$ cat config.mk
export PLATFORM = sky130hd
export DESIGN_NAME = alu_share_ctrl_flat
export DESIGN_NICKNAME = d
export VERILOG_FILES = /design/src/rtl/alu_share_ctrl_pkg.sv /design/src/rtl/alu_share_ctrl_if.sv /design/src/rtl/rr_arbiter2.sv /design/src/rtl/alu_share_ctrl.sv /design/src/flat_wrapper.sv
export SDC_FILE = /design/constraint.sdc
export NUM_CORES = 1
export LEC_CHECK = 0
export BUFFER_PORTS_ARGS = -buffer_cell sky130_fd_sc_hd__buf_2
export CORE_UTILIZATION = 30
export CTS_BUF_LIST = sky130_fd_sc_hd__clkbuf_8
export DETAILED_ROUTE_END_ITERATION = 10
export PLACE_DENSITY = 0.63
export SETUP_SLACK_MARGIN = 0.05
export SYNTH_ARGS = -nofsm -noshare
export SYNTH_HDL_FRONTEND = slang
export SYNTH_SLANG_ARGS = --single-unit
$ cat constraint.sdc
create_clock -name clk -period 2 [get_ports clk]
set_clock_uncertainty 0.2 [all_clocks]
set_input_delay 0.2 -clock clk [delete_from_list [all_inputs] [get_ports clk]]
set_output_delay 0.2 -clock clk [all_outputs]
set_load 0.1 [all_outputs]
$ cat src/rtl/alu_share_ctrl_pkg.sv
// Shared constants for the ALU sharing controller: ALU select codes, FSM
// state encodings and flag bit positions within the captured flags word.
package alu_share_ctrl_pkg;

    localparam int FLAG_W    = 3;
    localparam int FLAG_ZERO = 2;
    localparam int FLAG_OVF  = 1;
    localparam int FLAG_COUT = 0;

    typedef enum logic [2:0] {
        ALU_ADD  = 3'd0,
        ALU_SUB  = 3'd1,
        ALU_XOR  = 3'd2,
        ALU_SLT  = 3'd3,
        ALU_AND  = 3'd4,
        ALU_NAND = 3'd5,
        ALU_NOR  = 3'd6,
        ALU_OR   = 3'd7
    } alu_op_e;

    typedef enum logic [1:0] {
        IDLE = 2'd0,
        EXEC = 2'd1,
        RESP = 2'd2
    } state_e;

    function automatic logic [FLAG_W-1:0] pack_flags(input logic zero,
                                                     input logic ovf,
                                                     input logic cout);
        logic [FLAG_W-1:0] f;
        f            = '0;
        f[FLAG_ZERO] = zero;
        f[FLAG_OVF]  = ovf;
        f[FLAG_COUT] = cout;
        return f;
    endfunction

endpackage

$ cat src/rtl/alu_share_ctrl_if.sv
// Request/response channels between the two client blocks and the ALU
// sharing controller. Clients use the master modport, the controller slave.
interface alu_share_ctrl_if
    import alu_share_ctrl_pkg::*;
#(
    parameter int WIDTH = 32,
    parameter int SEL_W = 3
);
    logic              req0_valid;
    logic              req0_ready;
    logic [SEL_W-1:0]  req0_op;
    logic [WIDTH-1:0]  req0_a;
    logic [WIDTH-1:0]  req0_b;

    logic              req1_valid;
    logic              req1_ready;
    logic [SEL_W-1:0]  req1_op;
    logic [WIDTH-1:0]  req1_a;
    logic [WIDTH-1:0]  req1_b;

    logic              rsp0_valid;
    logic              rsp0_ready;
    logic [WIDTH-1:0]  rsp0_result;
    logic [FLAG_W-1:0] rsp0_flags;

    logic              rsp1_valid;
    logic              rsp1_ready;
    logic [WIDTH-1:0]  rsp1_result;
    logic [FLAG_W-1:0] rsp1_flags;

    modport master (
        output req0_valid, req0_op, req0_a, req0_b, rsp0_ready,
        output req1_valid, req1_op, req1_a, req1_b, rsp1_ready,
        input  req0_ready, rsp0_valid, rsp0_result, rsp0_flags,
        input  req1_ready, rsp1_valid, rsp1_result, rsp1_flags
    );

    modport slave (
        input  req0_valid, req0_op, req0_a, req0_b, rsp0_ready,
        input  req1_valid, req1_op, req1_a, req1_b, rsp1_ready,
        output req0_ready, rsp0_valid, rsp0_result, rsp0_flags,
        output req1_ready, rsp1_valid, rsp1_result, rsp1_flags
    );

endinterface

$ cat src/rtl/rr_arbiter2.sv
// Two-way round-robin grant. On contention the requester that was not
// served last wins; a lone requester always wins.
module rr_arbiter2 (
    input  logic [1:0] vld_i,
    input  logic       last_grant_i,
    output logic       gnt_vld_o,
    output logic       gnt_id_o
);

    always_comb begin
        gnt_vld_o = |vld_i;
        gnt_id_o  = 1'b0;
        unique case (vld_i)
            2'b01:   gnt_id_o = 1'b0;
            2'b10:   gnt_id_o = 1'b1;
            2'b11:   gnt_id_o = ~last_grant_i;
            default: gnt_id_o = 1'b0;
        endcase
    end

endmodule

$ cat src/rtl/alu_share_ctrl.sv
// Time-shares one combinational ALU between two requesters: arbitrate,
// drive registered operands for one cycle, capture result, hand it back.
module alu_share_ctrl
    import alu_share_ctrl_pkg::*;
#(
    parameter int WIDTH = 32,
    parameter int SEL_W = 3,
    parameter int CNT_W = 16
) (
    input  logic             clk,
    input  logic             rst_n,
    alu_share_ctrl_if.slave  bus,
    output logic [SEL_W-1:0] alu_s,
    output logic [WIDTH-1:0] alu_a,
    output logic [WIDTH-1:0] alu_b,
    input  logic [WIDTH-1:0] alu_out,
    input  logic             alu_zero,
    input  logic             alu_overflow,
    input  logic             alu_cout,
    output logic             busy,
    output logic [CNT_W-1:0] op_count
);

    state_e            state_q, state_d;
    logic              gnt_id_q, gnt_id_d;
    logic              last_grant_q, last_grant_d;
    logic [SEL_W-1:0]  alu_s_q, alu_s_d;
    logic [WIDTH-1:0]  alu_a_q, alu_a_d;
    logic [WIDTH-1:0]  alu_b_q, alu_b_d;
    logic [WIDTH-1:0]  result_q, result_d;
    logic [FLAG_W-1:0] flags_q, flags_d;
    logic [CNT_W-1:0]  cnt_q, cnt_d;

    logic [1:0] req_vld;
    logic       gnt_vld;
    logic       gnt_id;
    logic       accept;
    logic       rsp_hs;

    assign req_vld = {bus.req1_valid, bus.req0_valid};

    rr_arbiter2 u_arb (
        .vld_i        (req_vld),
        .last_grant_i (last_grant_q),
        .gnt_vld_o    (gnt_vld),
        .gnt_id_o     (gnt_id)
    );

    // Ready is only offered to the current winner, so it never rises without valid.
    assign accept         = (state_q == IDLE) && gnt_vld;
    assign bus.req0_ready = accept && !gnt_id;
    assign bus.req1_ready = accept &&  gnt_id;

    assign bus.rsp0_valid  = (state_q == RESP) && !gnt_id_q;
    assign bus.rsp1_valid  = (state_q == RESP) &&  gnt_id_q;
    assign bus.rsp0_result = result_q;
    assign bus.rsp1_result = result_q;
    assign bus.rsp0_flags  = flags_q;
    assign bus.rsp1_flags  = flags_q;

    assign rsp_hs = (state_q == RESP) && (gnt_id_q ? bus.rsp1_ready : bus.rsp0_ready);

    always_comb begin
        state_d      = state_q;
        gnt_id_d     = gnt_id_q;
        last_grant_d = last_grant_q;
        alu_s_d      = alu_s_q;
        alu_a_d      = alu_a_q;
        alu_b_d      = alu_b_q;
        result_d     = result_q;
        flags_d      = flags_q;
        cnt_d        = cnt_q;
        unique case (state_q)
            IDLE: begin
                if (accept) begin
                    alu_s_d  = gnt_id ? bus.req1_op : bus.req0_op;
                    alu_a_d  = gnt_id ? bus.req1_a  : bus.req0_a;
                    alu_b_d  = gnt_id ? bus.req1_b  : bus.req0_b;
                    gnt_id_d = gnt_id;
                    state_d  = EXEC;
                end
            end
            EXEC: begin
                result_d = alu_out;
                flags_d  = pack_flags(alu_zero, alu_overflow, alu_cout);
                state_d  = RESP;
            end
            RESP: begin
                // Fairness pointer only moves once the response is actually taken.
                if (rsp_hs) begin
                    last_grant_d = gnt_id_q;
                    cnt_d        = cnt_q + 1'b1;
                    state_d      = IDLE;
                end
            end
            default: state_d = IDLE;
        endcase
    end

    always_ff @(posedge clk or negedge rst_n) begin
        if (!rst_n) begin
            state_q      <= IDLE;
            gnt_id_q     <= 1'b0;
            last_grant_q <= 1'b1;
            alu_s_q      <= '0;
            alu_a_q      <= '0;
            alu_b_q      <= '0;
            result_q     <= '0;
            flags_q      <= '0;
            cnt_q        <= '0;
        end else begin
            state_q      <= state_d;
            gnt_id_q     <= gnt_id_d;
            last_grant_q <= last_grant_d;
            alu_s_q      <= alu_s_d;
            alu_a_q      <= alu_a_d;
            alu_b_q      <= alu_b_d;
            result_q     <= result_d;
            flags_q      <= flags_d;
            cnt_q        <= cnt_d;
        end
    end

    assign alu_s    = alu_s_q;
    assign alu_a    = alu_a_q;
    assign alu_b    = alu_b_q;
    assign busy     = (state_q != IDLE);
    assign op_count = cnt_q;

endmodule
$ cat src/flat_wrapper.sv
// flat-port wrapper written by rule: the top's interface ports become plain ports
module alu_share_ctrl_flat import alu_share_ctrl_pkg::*;
#(
    parameter int WIDTH = 32,
    parameter int SEL_W = 3,
    parameter int CNT_W = 16
)
  (clk, rst_n, alu_s, alu_a, alu_b, alu_out, alu_zero, alu_overflow, alu_cout, busy, op_count, bus_req0_valid, bus_req0_op, bus_req0_a, bus_req0_b, bus_rsp0_ready, bus_req1_valid, bus_req1_op, bus_req1_a, bus_req1_b, bus_rsp1_ready, bus_req0_ready, bus_rsp0_valid, bus_rsp0_result, bus_rsp0_flags, bus_req1_ready, bus_rsp1_valid, bus_rsp1_result, bus_rsp1_flags);
  alu_share_ctrl_if #(.WIDTH(WIDTH), .SEL_W(SEL_W)) bus_i ();
  input  logic clk;
  input  logic rst_n;
  output logic [SEL_W-1:0] alu_s;
  output logic [WIDTH-1:0] alu_a;
  output logic [WIDTH-1:0] alu_b;
  input  logic [WIDTH-1:0] alu_out;
  input  logic alu_zero;
  input  logic alu_overflow;
  input  logic alu_cout;
  output logic busy;
  output logic [CNT_W-1:0] op_count;
  input wire logic [$bits(bus_i.req0_valid)-1:0] bus_req0_valid;
  input wire logic [$bits(bus_i.req0_op)-1:0] bus_req0_op;
  input wire logic [$bits(bus_i.req0_a)-1:0] bus_req0_a;
  input wire logic [$bits(bus_i.req0_b)-1:0] bus_req0_b;
  input wire logic [$bits(bus_i.rsp0_ready)-1:0] bus_rsp0_ready;
  input wire logic [$bits(bus_i.req1_valid)-1:0] bus_req1_valid;
  input wire logic [$bits(bus_i.req1_op)-1:0] bus_req1_op;
  input wire logic [$bits(bus_i.req1_a)-1:0] bus_req1_a;
  input wire logic [$bits(bus_i.req1_b)-1:0] bus_req1_b;
  input wire logic [$bits(bus_i.rsp1_ready)-1:0] bus_rsp1_ready;
  output wire logic [$bits(bus_i.req0_ready)-1:0] bus_req0_ready;
  output wire logic [$bits(bus_i.rsp0_valid)-1:0] bus_rsp0_valid;
  output wire logic [$bits(bus_i.rsp0_result)-1:0] bus_rsp0_result;
  output wire logic [$bits(bus_i.rsp0_flags)-1:0] bus_rsp0_flags;
  output wire logic [$bits(bus_i.req1_ready)-1:0] bus_req1_ready;
  output wire logic [$bits(bus_i.rsp1_valid)-1:0] bus_rsp1_valid;
  output wire logic [$bits(bus_i.rsp1_result)-1:0] bus_rsp1_result;
  output wire logic [$bits(bus_i.rsp1_flags)-1:0] bus_rsp1_flags;
  assign bus_i.req0_valid = bus_req0_valid;
  assign bus_i.req0_op = bus_req0_op;
  assign bus_i.req0_a = bus_req0_a;
  assign bus_i.req0_b = bus_req0_b;
  assign bus_i.rsp0_ready = bus_rsp0_ready;
  assign bus_i.req1_valid = bus_req1_valid;
  assign bus_i.req1_op = bus_req1_op;
  assign bus_i.req1_a = bus_req1_a;
  assign bus_i.req1_b = bus_req1_b;
  assign bus_i.rsp1_ready = bus_rsp1_ready;
  assign bus_req0_ready = bus_i.req0_ready;
  assign bus_rsp0_valid = bus_i.rsp0_valid;
  assign bus_rsp0_result = bus_i.rsp0_result;
  assign bus_rsp0_flags = bus_i.rsp0_flags;
  assign bus_req1_ready = bus_i.req1_ready;
  assign bus_rsp1_valid = bus_i.rsp1_valid;
  assign bus_rsp1_result = bus_i.rsp1_result;
  assign bus_rsp1_flags = bus_i.rsp1_flags;
  alu_share_ctrl #(.WIDTH(WIDTH), .SEL_W(SEL_W), .CNT_W(CNT_W)) u_core (.clk(clk), .rst_n(rst_n), .bus(bus_i), .alu_s(alu_s), .alu_a(alu_a), .alu_b(alu_b), .alu_out(alu_out), .alu_zero(alu_zero), .alu_overflow(alu_overflow), .alu_cout(alu_cout), .busy(busy), .op_count(op_count));
endmodule
==> flow_metrics.env <==
export IMPL_hold_viol=0
export IMPL_endpoint_kind="output pin"
export IMPL_grt_first_pass_wirelength_um=28000
export IMPL_seq_area_frac_synth_pct=58.9
export IMPL_worstMarginPinSlew_ps=536
export IMPL_crit_path_max_incr_delay_ps=540
export IMPL_die_h_um=133
export IMPL_muxShareOfSynthArea_pct=8.04
export IMPL_crit_type="reg2out"
export IMPL_path_cells="nand2b_1 -> and3_4 -> buf_12 -> buf_12"
export IMPL_syn_area_per_cell_um2=12.5
export IMPL_cts_sinks=122
export IMPL_path_max_fanout=3
export IMPL_fill_cells=1406
export IMPL_synth_seq_cells=122
export IMPL_wl_um=18200
export IMPL_drt_first_iter_violations=463
export IMPL_gp_congestion=0.764
export IMPL_slew_limit_headroom_pct=64.5
export IMPL_synth_compound_area_share_pct=13.4
export IMPL_postRouteAntennaNets=0
export IMPL_syn_num_nets=590
export IMPL_portBuffers=332
export IMPL_start_util_pct=31.0
export IMPL_yosys_warnings=0
export IMPL_clkSlewWorstSetupHoldPaths_ps=60
export IMPL_yosys_area_share_simple_pct=3.89
export IMPL_layout_commonest_cell="buf_2"
export IMPL_synth_async_sr_flop_share_pct=100
export IMPL_cts_root_buf="clkbuf_8"
export IMPL_cts_buffers=17
export IMPL_ys_types=31
export IMPL_fmax_mhz=519
export IMPL_die_w_um=133
export IMPL_rows=47
export IMPL_core_area_mm2=0.0167
export IMPL_synthToLayoutAreaGrowth_pct=75.6
export IMPL_syn_cell_area_mm2=0.00518
export IMPL_gr_total_overflow=0
export IMPL_maxSlewViolCount=0
export IMPL_firstDrtPassIters=9
export IMPL_synth_top_family_by_area="compound AO/OA/AOI/OAI gates"
export IMPL_cts_tree="built"
export IMPL_layout_cells_most_common_list="buf_2, dlygate4sd3_1, dfrtp_1"
export IMPL_drc=0
export IMPL_tns_ps=0
export IMPL_worst_ep_required_time_ps=1600
export IMPL_status="finished, final reports clean"
export IMPL_viasPerCell=4.74
export IMPL_grt_pass1_vias=5459
export IMPL_worstPathArrival_ps=1530
export IMPL_path_common_cell="buf_12"
export IMPL_maxCapViolCount=0
export IMPL_ys_flop_type="dfrtp_1"
export IMPL_fin_area_mm2=0.00910
export IMPL_rsz0062_at_grt="yes"
export IMPL_cpMaxStageDelayCell="dfstp_2"
export IMPL_post_dp_hpwl_um=10700
export IMPL_synth_edf_count=0
export IMPL_die_area_mm2=0.0178
export IMPL_dpl_cell_area_mm2=0.00694
export IMPL_drive_gt1_share_pct=47.8
export IMPL_ff2ff_setup_slack_ps=100
export IMPL_setup_viol_count_final=0
export IMPL_cp_top_family="flip-flops"
export IMPL_synth_xor_area_share_pct=2.53
export IMPL_via_count=5311
export IMPL_htree_levels=4
export IMPL_cts_max_path_buffers=2
export IMPL_diodes=0
export IMPL_ios=333
export IMPL_synthAdderAreaFrac_pct=0.241
export IMPL_fin_nets=1065
export IMPL_wire_per_inst_um=16.2
export IMPL_clock_latency_ps=420
export IMPL_grt_util_all_layers_pct=20.4
export IMPL_finalCriticalPeriod_ps=1930
export IMPL_min_period_over_period_pct=96.4
export IMPL_hold_path_class="in2reg"
export IMPL_cp_start_kind="flip-flop"
export IMPL_worst_path_buf_inv=2
export IMPL_grt_antenna_before_repair=0
export IMPL_grt_max_degree=70
export IMPL_whs_ps=69.7
export IMPL_utilization_pct=54.5
export IMPL_netlist_instances=414
-- path summary, 6_finish.rpt --
check / endpoint / startpoint / depth (start not counted)
worst max-delay path: bus_req0_ready / u_core.last_grant_q / 4
worst min-delay path: u_core.state_q[0] / bus_req0_valid / 4
worst max register to register: u_core.alu_b[10] / u_core.last_grant_q / 6
worst min register to register: u_core.op_count[15] / u_core.op_count[15] / 1
max in group asynchronous: u_core.last_grant_q / rst_n / 3
min in group asynchronous: u_core.bus.rsp0_result[26] / rst_n / 3
-- layer usage --
layer / global-route usage (%) / share of wire (%)
met3: 5.97 / 8.8
met4: 8.90 / 2.9
met5: 0 / 0
met1: 23.0 / 38
met2: 35.5 / 50
-- cell families (layout without fill, tap and decap cells) --
kind of cell / Yosys count / after routing
flip-flops: 122 / 122
XOR/XNOR: 15 / 15
AO/OA/AOI/OAI: 71 / 71
multiplexers: 37 / 37
adder cells (fa/ha/maj): 1 / 1
buffers and inverters: 133 / 619
AND/OR/NAND/NOR: 35 / 35
-- registers in the layout (all words and copies together), names as in the netlist --
| name | flops |
|---|---|
| u_core.bus.rsp0_flags | 3 |
| u_core.alu_b | 32 |
| u_core.last_grant_q | 1 |
| u_core.op_count | 16 |
| u_core.alu_s | 3 |
| u_core.bus.rsp0_result | 32 |
| u_core.alu_a | 32 |
| u_core.gnt_id_q | 1 |
| u_core.state_q | 2 |
-- worst reg2reg max path, stage by stage (launching register included) --
cell       delay, ps
dfstp_2          380
nand2b_1         130
and3_4           190
buf_4            140
bufbuf_16        290
a222oi_1         380
inv_1             80
-- repair_timing --
item / CTS / global route
endpoints found under the setup margin: 5 / 32
buffers inserted: 2 / 0
endpoints found under the hold margin: 226 / 0
hold buffers: 172 / 0
pin swaps: 0 / 8
cloned: 1 / 0
resized for setup: 7 / 6
-- Yosys cell counts, types with 2 or more instances --
library cell	count	area (um^2)
a222oi_1	67	671
and2_1	2	12.5
and3_1	4	25.0
and4_1	3	26.3
buf_2	13	65.1
buf_4	35	263
buf_6	3	33.8
clkbuf_1	10	37.5
dfrtp_1	121	3030
inv_1	71	267
mux2_2	37	417
nand2_1	6	22.5
nand2b_1	2	12.5
nand3_1	4	20.0
nand4_1	3	18.8
nor2_1	4	15.0
nor3_1	2	10.0
xnor2_1	10	87.6
xor2_1	5	43.8
-- per-stage QoR --
| step | worst slack, ps | instances |
|---|---|---|
| floorplan | 57.8 | 414 |
| global placement | 227 | 915 |
| detailed placement | 200 | 915 |
| CTS | 12.3 | 1120 |
| global route | -8.25 | 1120 |
| finish | 71.6 | 1120 |
-- final cells by class --
class / instances / area (um^2) / area share [%]
well taps: 220 / 275 / 3.02
clock buffers: 18 / 248 / 2.72
inverters: 71 / 267 / 2.93
clock inverters: 12 / 111 / 1.22
multi-input cells: 159 / 1490 / 16.4
repair buffers: 518 / 3640 / 40.0
flip-flops and latches: 122 / 3070 / 33.7
Power is not shown: default switching activity piles up to over one toggle a cycle in this logic, so the estimate is an artifact.
